[src/rtl/param_updown_counter_if.sv]
// Bundle of the counter's control inputs and status outputs.
// master drives the controls; slave is the counter itself.
interface param_updown_counter_if #(
  parameter int unsigned WIDTH = 3
);
  logic             en;
  logic             m;
  logic             load;
  logic [WIDTH-1:0] d;
  logic [WIDTH-1:0] q;
  logic             tc;
  logic             wrap;

  modport master (output en, m, load, d, input q, tc, wrap);
  modport slave  (input en, m, load, d, output q, tc, wrap);
endinterface

[src/rtl/param_updown_counter.sv]
// Modulo-MODULUS up/down counter with synchronous load, wrap pulse and terminal count.
// Define UPDOWN_COUNTER_SATURATE_EN to hold at the boundaries instead of wrapping.
module param_updown_counter #(
  parameter int unsigned     WIDTH   = 3,
  parameter longint unsigned MODULUS = longint'(1) << WIDTH
) (
  input logic                  clk,
  input logic                  rst,
  param_updown_counter_if.slave bus
);
  localparam logic [WIDTH-1:0] MAX_Q = WIDTH'(MODULUS - 64'd1);

  logic [WIDTH-1:0] q_r;
  logic [WIDTH-1:0] q_next;
  logic             wrap_r;
  logic             wrap_next;
  logic             at_top;
  logic             at_bottom;

  assign at_top    = (q_r == MAX_Q);
  assign at_bottom = (q_r == '0);

  // Next count: load beats enable; boundary handling selected at compile time.
  always_comb begin
    q_next    = q_r;
    wrap_next = 1'b0;
    if (bus.load) begin
      if (64'(bus.d) >= MODULUS) begin
        q_next = MAX_Q;
      end else begin
        q_next = bus.d;
      end
    end else if (bus.en) begin
      if (bus.m) begin
        if (at_top) begin
`ifdef UPDOWN_COUNTER_SATURATE_EN
          q_next    = MAX_Q;
`else
          q_next    = '0;
          wrap_next = 1'b1;
`endif
        end else begin
          q_next = q_r + WIDTH'(1);
        end
      end else begin
        if (at_bottom) begin
`ifdef UPDOWN_COUNTER_SATURATE_EN
          q_next    = '0;
`else
          q_next    = MAX_Q;
          wrap_next = 1'b1;
`endif
        end else begin
          q_next = q_r - WIDTH'(1);
        end
      end
    end
  end

  always_ff @(posedge clk) begin
    if (rst) begin
      q_r    <= '0;
      wrap_r <= 1'b0;
    end else begin
      q_r    <= q_next;
      wrap_r <= wrap_next;
    end
  end

  assign bus.q    = q_r;
  assign bus.wrap = wrap_r;
  assign bus.tc   = bus.en & (bus.m ? at_top : at_bottom);
endmodule

[src/flat_wrapper.sv]
// flat-port wrapper written by rule: the top's interface ports become plain ports
module param_updown_counter_flat 
#(
  parameter int unsigned     WIDTH   = 3,
  parameter longint unsigned MODULUS = longint'(1) << WIDTH
)
  (clk, rst, bus_en, bus_m, bus_load, bus_d, bus_q, bus_tc, bus_wrap);
  param_updown_counter_if #(.WIDTH(WIDTH)) bus_i ();
  input logic clk;
  input logic rst;
  input wire logic [$bits(bus_i.en)-1:0] bus_en;
  input wire logic [$bits(bus_i.m)-1:0] bus_m;
  input wire logic [$bits(bus_i.load)-1:0] bus_load;
  input wire logic [$bits(bus_i.d)-1:0] bus_d;
  output wire logic [$bits(bus_i.q)-1:0] bus_q;
  output wire logic [$bits(bus_i.tc)-1:0] bus_tc;
  output wire logic [$bits(bus_i.wrap)-1:0] bus_wrap;
  assign bus_i.en = bus_en;
  assign bus_i.m = bus_m;
  assign bus_i.load = bus_load;
  assign bus_i.d = bus_d;
  assign bus_q = bus_i.q;
  assign bus_tc = bus_i.tc;
  assign bus_wrap = bus_i.wrap;
  param_updown_counter #(.WIDTH(WIDTH), .MODULUS(MODULUS)) u_core (.clk(clk), .rst(rst), .bus(bus_i));
endmodule
[config.mk]
export PLATFORM = sky130hd
export DESIGN_NAME = param_updown_counter_flat
export DESIGN_NICKNAME = d
export VERILOG_FILES = /design/src/rtl/param_updown_counter_if.sv /design/src/rtl/param_updown_counter.sv /design/src/flat_wrapper.sv
export SDC_FILE = /design/constraint.sdc
export NUM_CORES = 1
export LEC_CHECK = 0
export ABC_AREA = 1
export CORE_AREA = 8 8 45 47
export DETAILED_ROUTE_END_ITERATION = 6
export DIE_AREA = 0 0 53 55
export SYNTH_ARGS = -nofsm -noshare
export SYNTH_HDL_FRONTEND = slang
export SYNTH_SLANG_ARGS = --single-unit
[constraint.sdc]
create_clock -name clk -period 1.6 [get_ports clk]
set_clock_uncertainty 0.1 [all_clocks]
set_input_delay 0.32 -clock clk [delete_from_list [all_inputs] [get_ports clk]]
set_output_delay 0.32 -clock clk [all_outputs]
set_load 0.005 [all_outputs]
== Yosys cells after proc, flatten, opt, wreduce, memory -nomap -nowiden ==
Index checks and enable logic that the tools add are counted.
Storage, ports and cells
  bits in registers: 4
  output and inout bits: 5
  input port bits: 8
  word-level logic and storage cells: 19
Operators by class
  bitwise operators: 2
  multiplexer cells: 9
  equality and inequality tests: 1
  reductions and logical operators: 3
  $add $sub $neg: 2
Operators with widths (number)
  3-bit 2-to-1 mux: 5
  1-bit 2-to-1 mux: 4
  3-bit by 1-bit adder with 3-bit output (second input constant): 1
  3-bit equality test (second input constant): 1
  3-bit logical NOT: 1
  3-bit OR reduction: 1
  3-bit by 1-bit subtractor with 3-bit output (second input constant): 1
  2-bit nonzero test: 1
  1-bit AND: 1
  1-bit inverter: 1

== Logic depth before layout (Yosys ltp) ==
  depth after elaboration: 5
  gate-level depth with buffers: 8
  mapped depth without buffers: 8

== Worst setup path after synthesis ==
OpenSTA, ideal clock, no wires.
  path kind: register -> output
  start: register u_core.q_r[0] (netlist: u_core.bus.q[0])
  end: output port bus_tc
  path slack: 0.256 ns
  buffers on the path: 0
  cell stages (with the launch flop): 5
  arrival: 0.924 ns
  cell sequence: dfxtp_1 ha_1 ha_1 o21ai_1 nor2_1
On the way
  word-level cells in the longest chain between the ends: 3
  elaborated cells between the ends (all ways): 4
  classes of those cells: 1 x eq/ne; 1 x mux; 1 x bitwise; 1 x reduce/logical
Ends and longest elaborated chain
  start, declared: RTL line param_updown_counter.sv:13  | logic [WIDTH-1:0] q_r;
  start signal, assigned: RTL line param_updown_counter.sv:65  | q_r <= q_next;
  3-bit equality test / 3-bit logical NOT (equally long branches): RTL line param_updown_counter.sv:20, param_updown_counter.sv:21
  1-bit 2-to-1 mux *: RTL line param_updown_counter.sv:72  | assign bus.tc = bus.en & (bus.m ? at_top : at_bottom);
  1-bit AND *: RTL line param_updown_counter.sv:72
  end, declared: RTL line flat_wrapper.sv:16  | output wire logic [$bits(bus_i.tc)-1:0] bus_tc;
Every way passes the cells marked *; elsewhere a longest branch is shown, timed or not.

== Worst setup path in the final report ==
Same ends and word-level chain as after synthesis.

==> results_dict.tcl <==
set metrics [dict create \
    drive_above_1_share 0.432 \
    yosysSeqAreaShare 0.271 \
    route.vias.total 379 \
    power.leakage_nw 0.323 \
    antenna_found_initial 0 \
    tightest_slew_ns 0.201 \
    finalSetupViolations 1 \
    netlist_instances 45 \
    cts.path.max_buffers 2 \
    hold_violations 0 \
    yosysWarnings 0 \
    dp_hpwl_um 706 \
    start_kind "flop" \
    r2r_setup_slack_ns 0.29 \
    maxClockFrequency_mhz 605 \
    outcome "finished with violations" \
    reg2reg_depth 6 \
    drt_iter0_drc 3 \
    worstReg2RegStart "u_core.bus.q[1]" \
    vias_per_cell 4.21 \
    io_buffers 12 \
    root_buffer "clkbuf_4" \
    drc 0 \
    crit_required_ns 1.18 \
    layout_min_cycle_time_ns 1.65 \
    area_growth_pct 113 \
    period_share 1.03 \
    cts_sinks 4 \
    arrival_ns 1.23 \
    final_cell_mix "buf_4 (14), nand2_1 (8), inv_1 (7), clkdlybuf4s50_1 (7), nor2_1 (4)" \
    die_w_um 53 \
    top_level_ports 13 \
    maxSlewHeadroom 0.865 \
    drt-total-wl_um 1050 \
    reg2reg_to "u_core.bus.q[1]" \
    preCtsSetupSlack_ns -0.453 \
    antenna_cells 0 \
    coreArea_um2 1380 \
    ys_types 14 \
    gp_congestion 0.741 \
    p_per_area_nw_per_um2 616 \
    num-fill-cells 152 \
    start_util 0.213 \
    hp-class "input pin to flop" \
    syn_nets 57 \
    path_clk_slew_ns 0.04 \
    grt.total_usage 0.0808 \
    end_kind "output port" \
    fp.dieH_um 55 \
    dr.pass1.iters 4 \
    tns_ns -0.0525 \
    grt_pass1_vias 408 \
    violations "setup timing" \
    cts_tree "done" \
    wl_per_cell_um 11.7 \
    layout.cells.non_filler 90 \
    grt_max_degree 6 \
    final_common_cell "buf_4" \
    synth_area_um2 295 \
    cap_violations 0 \
    grt_setup_unrepaired "yes" \
    htreeDepth 1 \
    grt_pass1_wl_um 1680 \
    dpl_cell_area_um2 518 \
    cts_buffers 3 \
    slew_violations 0 \
    hold_start "bus_m" \
    stdcell_area_um2 629 \
    syn_area_per_cell_um2 6.56 \
    min_path_cells 5 \
    path_class "flop to output port" \
    postRouteAntennaNets 0 \
    rows 14 \
    ys_ff_latch 4 \
    dpl.cell_count 84 \
    die_area_um2 2920 \
    vdd_drop_max_v 0.000267 \
    clock_latency_ns 0.24 \
    whs_endpoint "u_core.bus.q[1]" \
    cp_max_fo 4 \
    gr-total-overflow 0 \
    fin_ws_ns -0.0525 \
    fin_nets 88 \
]
-- registers in the layout, indices dropped and copies added, names as in the netlist --
| register | flops |
|---|---|
| u_core.bus.wrap | 1 |
| u_core.bus.q | 3 |
-- what timing repair did --
item | CTS | global route
resized for setup | 22 | 7
hold buffers | 0 | 0
pin swaps | 4 | 2
setup endpoints to repair | 4 | 1
buffers inserted | 3 | 0
-- Yosys cell counts --
| cell type | instances | share of area |
|---|---|---|
| nand3_1 | 2 | 0.034 |
| inv_1 | 10 | 0.13 |
| nor2_2 | 1 | 0.021 |
| nand2_1 | 10 | 0.13 |
| nor2_1 | 4 | 0.051 |
| a21oi_1 | 3 | 0.051 |
| dfxtp_1 | 4 | 0.27 |
| nand2_2 | 1 | 0.021 |
| nor3_1 | 1 | 0.017 |
| o21ai_1 | 1 | 0.017 |
| o21ai_0 | 1 | 0.017 |
| a22oi_1 | 2 | 0.051 |
| ha_1 | 4 | 0.17 |
| o21bai_1 | 1 | 0.025 |
-- report_power, final --
part | switching (W) | internal [W]
clock | 0.0000412 | 0.0000839
combinational | 0.0000608 | 0.0000855
sequential | 0.00000952 | 0.000107
-- cell type report --
class / instances / area [um^2] / area share
well taps: 16 / 20.0 / 0.0318
repair buffers: 26 / 219 / 0.348
inverters: 10 / 42.5 / 0.0676
clock buffers: 3 / 22.5 / 0.0358
multi-input cells: 31 / 236 / 0.376
flip-flops and latches: 4 / 88.8 / 0.141
-- how the worst max path moves through the flow --
| stage | start | to | slack, ns | depth (start not counted) |
|---|---|---|---|---|
| 2_1_floorplan | u_core.bus.q[0] | bus_tc | 0.26 | 4 |
| 3_3_place_gp | bus_m | bus_tc | -0.42 | 6 |
| 3_5_place_dp | bus_m | bus_tc | -0.45 | 6 |
| 4_1_cts | u_core.bus.q[1] | bus_tc | -0.06 | 5 |
| 5_1_grt | u_core.bus.q[0] | bus_tc | -0.09 | 5 |
| 6_report | u_core.bus.q[0] | bus_tc | -0.05 | 5 |
-- logic make-up after synthesis --
| logic type | synth area share |
|---|---|
| buffers and inverters | 0.127 |
| AOI/OAI and AO/OA | 0.161 |
| adders and majority gates | 0.169 |
| and+or+nand+nor | 0.271 |
| DFF | 0.271 |
-- worst max-delay path: stages (launching register included) --
cell and delay [ns]:
dfxtp_4 0.36, ha_4 0.17, ha_4 0.16, o21ai_4 0.13, nor2_1 0.06, buf_2 0.13
-- through the flow --
step,power (W),utilization,hold slack [ns]
after global routing,0.000414,0.455,0.533
after floorplan,0.000158,-,0.289
after global placement,0.000229,0.374,0.594
after CTS,0.000381,0.437,0.573
final,0.000388,0.455,0.517
after detailed placement,0.000231,0.374,0.597
-- per-layer routing --
| metal | wire length [um] | vias up | part of all wire | GRT usage |
|---|---|---|---|---|
| met5 | 0 | - | 0 | 0 |
| met1 | 399 | 168 | 0.38 | 0.0697 |
| met3 | 61 | 2 | 0.058 | 0.0187 |
| li1 | - | 200 | - | - |
| met2 | 581 | 9 | 0.55 | 0.162 |
| met4 | 11 | 0 | 0.010 | 0.0517 |
Note: power is estimated with default switching activity, not from simulation.
